===== config.mk =====
export PLATFORM = sky130hd
export DESIGN_NAME = gated_reg_bank
export DESIGN_NICKNAME = d
export VERILOG_FILES = /design/src/rtl/gated_reg_bank_pkg.sv /design/src/rtl/gated_reg_channel.sv /design/src/rtl/gated_reg_bank.sv
export SDC_FILE = /design/constraint.sdc
export NUM_CORES = 1
export LEC_CHECK = 0
export BUFFER_PORTS_ARGS = -buffer_cell sky130_fd_sc_hd__clkbuf_2
export CORE_MARGIN = 3
export CORE_UTILIZATION = 55
export CTS_CLUSTER_SIZE = 14
export DETAILED_ROUTE_END_ITERATION = 16
export PLACE_DENSITY = 0.93
export SLEW_MARGIN = 20
export SYNTH_ARGS = -nofsm -noshare
export SYNTH_HDL_FRONTEND = slang
export SYNTH_SLANG_ARGS = --single-unit
export TNS_END_PERCENT = 100

===== constraint.sdc =====
create_clock -name clk -period 3.1 [get_ports clk]
set_input_delay 0.31 -clock clk [delete_from_list [all_inputs] [get_ports clk]]
set_output_delay 0.31 -clock clk [all_outputs]
set_load 0.05 [all_outputs]

===== src/rtl/gated_reg_bank_pkg.sv =====
// Shared mode encoding for the gated register bank and its channel slices.
package gated_reg_bank_pkg;

  localparam int MODE_W = 3;

  typedef enum logic [MODE_W-1:0] {
    MODE_HOLD   = 3'd0,
    MODE_LOAD   = 3'd1,
    MODE_CLEAR  = 3'd2,
    MODE_SET    = 3'd3,
    MODE_SHL    = 3'd4,
    MODE_SHR    = 3'd5,
    MODE_ROTL   = 3'd6,
    MODE_INVERT = 3'd7
  } reg_mode_e;

endpackage


===== src/rtl/gated_reg_channel.sv =====
// One WIDTH-bit register slice: mode decode, serial-out bit, change pulse and write-lock.
module gated_reg_channel
  import gated_reg_bank_pkg::*;
#(
  parameter int unsigned      WIDTH     = 8,
  parameter logic [WIDTH-1:0] RESET_VAL = '0
) (
  input  logic              clk,
  input  logic              rst_n,
  input  logic              i_en,
  input  logic [MODE_W-1:0] i_mode,
  input  logic [WIDTH-1:0]  i_d,
  input  logic              i_ser_in,
  input  logic              i_lock_set,
  input  logic              i_lock_clr,
  output logic [WIDTH-1:0]  o_q,
  output logic              o_ser_out,
  output logic              o_changed,
  output logic              o_locked
);

  logic [WIDTH-1:0] r_q;
  logic             r_ser_out;
  logic             r_changed;
  logic             r_locked;

  logic             w_act;
  logic [WIDTH-1:0] w_q_next;
  logic             w_ser_next;

  // Lock gates the operation using its value before this edge.
  assign w_act = i_en & ~r_locked;

  always_comb begin
    w_q_next   = r_q;
    w_ser_next = r_ser_out;
    if (w_act) begin
      unique case (reg_mode_e'(i_mode))
        MODE_HOLD:   w_q_next = r_q;
        MODE_LOAD:   w_q_next = i_d;
        MODE_CLEAR:  w_q_next = '0;
        MODE_SET:    w_q_next = '1;
        MODE_SHL: begin
          w_q_next   = {r_q[WIDTH-2:0], i_ser_in};
          w_ser_next = r_q[WIDTH-1];
        end
        MODE_SHR: begin
          w_q_next   = {i_ser_in, r_q[WIDTH-1:1]};
          w_ser_next = r_q[0];
        end
        MODE_ROTL: begin
          w_q_next   = {r_q[WIDTH-2:0], r_q[WIDTH-1]};
          w_ser_next = r_q[WIDTH-1];
        end
        MODE_INVERT: w_q_next = ~r_q;
        default:     w_q_next = r_q;
      endcase
    end
  end

  always_ff @(posedge clk) begin
    if (!rst_n) begin
      r_q       <= RESET_VAL;
      r_ser_out <= 1'b0;
      r_changed <= 1'b0;
      r_locked  <= 1'b0;
    end else begin
      r_q       <= w_q_next;
      r_ser_out <= w_ser_next;
      r_changed <= (w_q_next != r_q);
      if (i_lock_set)      r_locked <= 1'b1;
      else if (i_lock_clr) r_locked <= 1'b0;
    end
  end

  assign o_q       = r_q;
  assign o_ser_out = r_ser_out;
  assign o_changed = r_changed;
  assign o_locked  = r_locked;

endmodule


===== src/rtl/gated_reg_bank.sv =====
// Multi-channel clocked register bank; packs CHANNELS slices onto flat buses.
module gated_reg_bank
  import gated_reg_bank_pkg::*;
#(
  parameter int unsigned      WIDTH     = 8,
  parameter int unsigned      CHANNELS  = 4,
  parameter logic [WIDTH-1:0] RESET_VAL = '0
) (
  input  logic                      clk,
  input  logic                      rst_n,
  input  logic [CHANNELS-1:0]       en,
  input  logic [MODE_W-1:0]         mode,
  input  logic [CHANNELS*WIDTH-1:0] d,
  input  logic                      ser_in,
  input  logic [CHANNELS-1:0]       lock_set,
  input  logic [CHANNELS-1:0]       lock_clr,
  output logic [CHANNELS*WIDTH-1:0] q,
  output logic [CHANNELS*WIDTH-1:0] q_bar,
  output logic [CHANNELS-1:0]       ser_out,
  output logic [CHANNELS-1:0]       changed,
  output logic [CHANNELS-1:0]       locked
);

  for (genvar gi = 0; gi < CHANNELS; gi++) begin : g_ch
    gated_reg_channel #(
      .WIDTH     (WIDTH),
      .RESET_VAL (RESET_VAL)
    ) u_ch (
      .clk        (clk),
      .rst_n      (rst_n),
      .i_en       (en[gi]),
      .i_mode     (mode),
      .i_d        (d[gi*WIDTH +: WIDTH]),
      .i_ser_in   (ser_in),
      .i_lock_set (lock_set[gi]),
      .i_lock_clr (lock_clr[gi]),
      .o_q        (q[gi*WIDTH +: WIDTH]),
      .o_ser_out  (ser_out[gi]),
      .o_changed  (changed[gi]),
      .o_locked   (locked[gi])
    );
  end

  assign q_bar = ~q;

endmodule

==> out/results.ini, run 1 <==
[sta]
worst_pin_slew_ns=0.9350
rsz0062_at_grt=false
skew_ns=0.004269
post-route-period-util=0.7710
fin_crit_ns=2.390
relSlewSlack=0.3760
fmax_ghz=0.4184
setup_viol=0
hold_viol=0
fin_setup_tns_ns=0
drv_slew=0

[power_and_ir_drop]
leakage_nw=1.818
max-vdd-ir-drop_mv=0.2976
pwr_density_cell_nw_per_um2=462.1

[global_routing]
grtUsageTotal=0.3107
grt_pass1_wl_um=18910
grt_max_degree=35
antenna_found_initial=0
overflow=0
grt_pass1_vias=3898

[run]
cap_violations=0

[cells_and_area]
drive_gt1_frac=0.2740
area_growth_pct=16.58
final_cell_area_um2=4125
num_antenna_cells=0
num-fill-cells=515
layout.nets=622

[clock_network]
cts.reportedPaths.clkPinSlew_ns=0.09
cts_resized=0
cts_buffer_depth=2
cts_tree=done
clkSinkCount=44
htree_levels=2
numCtsBuffers=5
postCtsSetupRepairBufs=0
hold_buffers=0
clkLatencyLatePin_ns=0.31
cts_root_buf=clkbuf_8

[logic_synthesis]
synth_warnings=0
yosysMostFrequentCell=dfxtp_1
synth_commonest_cells=dfxtp_1, nand2_1, inv_1, nor2_1, o21ai_0
ys_seq_area_frac=0.2489
synth_ff_type=dfxtp_1
synth_top_cell_by_area=dfxtp_1
synth-edff-count=0
syn_area_um2=3538
syn_avg_cell_area_um2=7.418
async_flop_share=0
synth_cell_types=65
synth_fp_nets=527
netlist_instances=477
ys_ff_latch=44
synth_top_cell_area_share=0.2489
synth_top_cells_by_area=dfxtp_1, o21ai_0, nand2_1

[outcome]
status=finished clean

[critical_path]
crit_path_max_fanout=19
crit_arrival_ns=2.59
worstPathRequired_ns=3.30
critPathLaunchType=input pin
end_kind=flip-flop
critical_path_class=input pin to flip-flop

[worst_hold_path]
min_path_type=input pin to flip-flop

[die]
core_area_um2=6061
die_w_um=86.21
io_pins=126
die_h_um=86.21
die-area_um2=7432
rows=28
initial_core_util=0.5838

[detailed_routing]
first_iter_violations=592
drtPass1Iterations=6
ant_nets=0
viasPerCell=6.640
drt-total-wl_um=11940
drc_errors=0
wl_per_cell_um=18.43
num_vias=4303

[placed_design]
gp_congestion=0.9399
placed_area_um2=4035
io_buffers=125
place_hpwl_um=8516

layout by cell type (no fill, tap or decap), types with 16 or more instances in the layout:
master and instances:
clkbuf_2 125, dfxtp_1 44, nand2_1 42, inv_1 40, nor2_1 38, o21ai_0 34
a21oi_1 26, a31oi_1 22, nand2b_1 16, a211oi_1 16
final timing paths:
| path | depth (start not counted) | endpoint | slack [ns] | from |
|---|---|---|---|---|
| worst max-delay path | 6 | g_ch[2].u_ch.o_changed | 0.71 | mode[1] |
| worst min-delay path | 3 | g_ch[2].u_ch.o_locked | 0.20 | lock_set[2] |
| worst max register to register | 6 | g_ch[1].u_ch.o_changed | 1.01 | g_ch[1].u_ch.o_locked |
| worst min register to register | 2 | g_ch[1].u_ch.o_ser_out | 0.50 | g_ch[1].u_ch.o_ser_out |
kinds of logic (layout without fill, tap and decap cells):
group | after synthesis | in the layout | synth area share
AO/OA/AOI/OAI | 197 | 197 | 0.4042
AND/OR/NAND/NOR | 139 | 139 | 0.1892
XOR/XNOR | 1 | 1 | 0.007780
flip-flops | 44 | 44 | 0.2489
buffers and inverters | 89 | 185 | 0.1287
multiplexers | 7 | 7 | 0.02122
worst max-delay path, cell delays in order:
cell and delay (ns):
clkbuf_2 0.29, nor3b_4 0.85, a21oi_2 0.16, a222oi_1 0.40, o211ai_1 0.13, o41a_1 0.43
sequential cells by signal, summed over array words and instances, names as in the netlist:
signal and count:
g_ch.u_ch.o_q 32, g_ch.u_ch.o_changed 4, g_ch.u_ch.o_locked 4, g_ch.u_ch.o_ser_out 4
power by group:
part	internal (mW)	switching, mW	total, mW
sequential	0.614	0.0776	0.692
combinational	0.229	0.590	0.819
clock	0.182	0.213	0.395
per-layer routing:
metal / GRT usage / wire [um] / up-vias
met5: 0 / 0 / -
met4: 0.1218 / 195 / 0
met3: 0.06939 / 1422 / 33
met2: 0.4821 / 5452 / 356
met1: 0.4198 / 4870 / 1947
li1: - / - / 1967
area by class of cell:
type | count | area, um2 | share of cell area
Sequential cell | 44 | 880.8 | 0.2135
Multi-Input combinational cell | 344 | 2202 | 0.5338
Inverter | 42 | 157.7 | 0.03822
Tap cell | 75 | 93.84 | 0.02275
Timing Repair Buffer | 135 | 700.7 | 0.1699
Clock buffer | 8 | 90.09 | 0.02184
stage by stage:
stage,util,hold WS (ns),power (mW),instances,setup WS [ns]
after floorplan,-,0.4274,1.323,477,0.7073
after global placement,0.6658,0.4761,1.494,640,0.5648
after detailed placement,0.6658,0.4928,1.506,640,0.4543
after CTS,0.6806,0.2054,1.890,648,0.7721
after global routing,0.6806,0.2384,1.983,648,0.5517
final,0.6806,0.2014,1.906,648,0.7099
No activity file was read; power rests on OpenSTA's default activity.
==> run 2: changes to the inputs <==
--- a/config.mk
+++ b/config.mk
@@ -7,10 +7,10 @@
 export LEC_CHECK = 0
 export BUFFER_PORTS_ARGS = -buffer_cell sky130_fd_sc_hd__clkbuf_2
 export CORE_MARGIN = 3
-export CORE_UTILIZATION = 55
+export CORE_UTILIZATION = 46
 export CTS_CLUSTER_SIZE = 14
 export DETAILED_ROUTE_END_ITERATION = 16
-export PLACE_DENSITY = 0.93
+export PLACE_DENSITY = 0.84
 export SLEW_MARGIN = 20
 export SYNTH_ARGS = -nofsm -noshare
 export SYNTH_HDL_FRONTEND = slang
==> constraint.sdc (replaced) <==
create_clock -name clk -period 2.15 [get_ports clk]
set_input_delay 0.215 -clock clk [delete_from_list [all_inputs] [get_ports clk]]
set_output_delay 0.215 -clock clk [all_outputs]
set_load 0.05 [all_outputs]
==> run 2 against run 1 <==
  * Sequential cell count stayed put
  * Sequential share of layout area is 1.5 points lower
  * First-iteration DRC count is 47% lower
  * Die area is 18% higher
  * Clock-buffer cell count is 2 lower
  * Core utilization is 7.3 points lower
  * Design area is 8.6% higher
==> out/results.ini, run 2 (synthesized netlist as in run 1, its figures left out) <==
[cells_and_area]
drive_gt1_frac=0.3322
final_cell_area_um2=4479
largest_register_ffs=32
final_common_cell=clkbuf_2
final_cell_mix=clkbuf_2, buf_4, nand2_1
layout.nets=657
num_antenna_cells=0
area_growth_pct=26.59

[placed_design]
gp_congestion=0.9397
io_buffers=125
place_hpwl_um=9441
pre_cts_ws_ns=0.06862
placed_area_um2=4372

[critical_path]
r2r_slack_ns=0.20
worstPathRequired_ns=2.31
end_kind=flip-flop
crit_arrival_ns=2.11
critical_path_class=flip-flop to flip-flop
crit_path_max_fanout=5
critPathLaunchType=flip-flop

[clock_network]
clkLatencyLatePin_ns=0.31
cts_root_buf=clkbuf_8
clkSinkCount=44
postCtsSetupRepairBufs=0
cts.reportedPaths.clkPinSlew_ns=0.09
hold_buffers=0
htree_levels=2
cts_buffer_depth=2
numCtsBuffers=5
cts_resized=0
cts_tree=done

[sta]
rsz0062_at_grt=false
fin_crit_ns=1.949
post-route-period-util=0.9065
hold_viol=0
skew_ns=0.009379
worst_pin_slew_ns=0.6720
setup_viol=0
fmax_ghz=0.5131
fin_setup_tns_ns=0
fin_ws_ns=0.2009
relSlewSlack=0.5503
hold-worst-slack_ns=0.1105
drv_slew=0

[power_and_ir_drop]
max-vdd-ir-drop_mv=0.4402
pwr_density_cell_nw_per_um2=647.8
leakage_nw=2.005
power_mw=2.902

[global_routing]
grt_pass1_wl_um=19710
grt_max_degree=28
antenna_found_initial=0
overflow=0
grtUsageTotal=0.2772
grt_pass1_vias=4040

[run]
cap_violations=0

[die]
die-area_um2=8781
initial_core_util=0.4801
rows=31
die_h_um=93.71
io_pins=126
core_area_um2=7370
die_w_um=93.71

[detailed_routing]
viasPerCell=6.157
drtPass1Iterations=6
ant_nets=0
wl_per_cell_um=17.64
drt-total-wl_um=12480
num_vias=4353
first_iter_violations=311
drc_errors=0

[outcome]
status=finished clean

[worst_hold_path]
min_path_type=input pin to flip-flop

==> run 2: stage by stage <==
stage / cells / util
4_1_cts: 707 / 0.6078
2_1_floorplan: 477 / -
3_5_place_dp: 699 / 0.5932
3_3_place_gp: 699 / 0.5932
6_report: 707 / 0.6078
5_1_grt: 707 / 0.6078
==> run 2: critical path: stages (launching register included) <==
cell,delay (ns)
dfxtp_1,0.34
nand2b_1,0.24
a21o_1,0.20
a211o_1,0.28
a221o_1,0.35
o31ai_1,0.24
a41oi_1,0.14
==> run 2: layer usage <==
layer  GRT usage  routed length (um)
met1      0.3643                5124
met2      0.4258                5520
met3     0.06490                1354
met4      0.1324                 476
met5           0                   0
==> run 2: final timing paths <==
| kind | from | to | cells after the start |
|---|---|---|---|
| worst max-delay path | g_ch[0].u_ch.o_locked | g_ch[0].u_ch.o_changed | 6 |
| worst min-delay path | lock_set[0] | g_ch[0].u_ch.o_locked | 3 |
| worst max register to register | g_ch[0].u_ch.o_locked | g_ch[0].u_ch.o_changed | 6 |
| worst min register to register | g_ch[1].u_ch.o_locked | g_ch[1].u_ch.o_locked | 2 |
==> run 2: where the power goes <==
part           internal [mW]  switching, mW  leakage, nW
clock network          0.346          0.305       0.0552
registers              0.888          0.104        0.366
logic                  0.385          0.874         1.58
==> run 2: final cells by class <==
class | instances | area, um2
Clock buffer | 6 | 72.57
Inverter | 42 | 168.9
Multi-Input combinational cell | 344 | 2202
Tap cell | 99 | 123.9
Sequential cell | 44 | 888.4
Clock inverter | 2 | 35.03
Timing Repair Buffer | 170 | 988.4
Fill cell | 721 | 2890
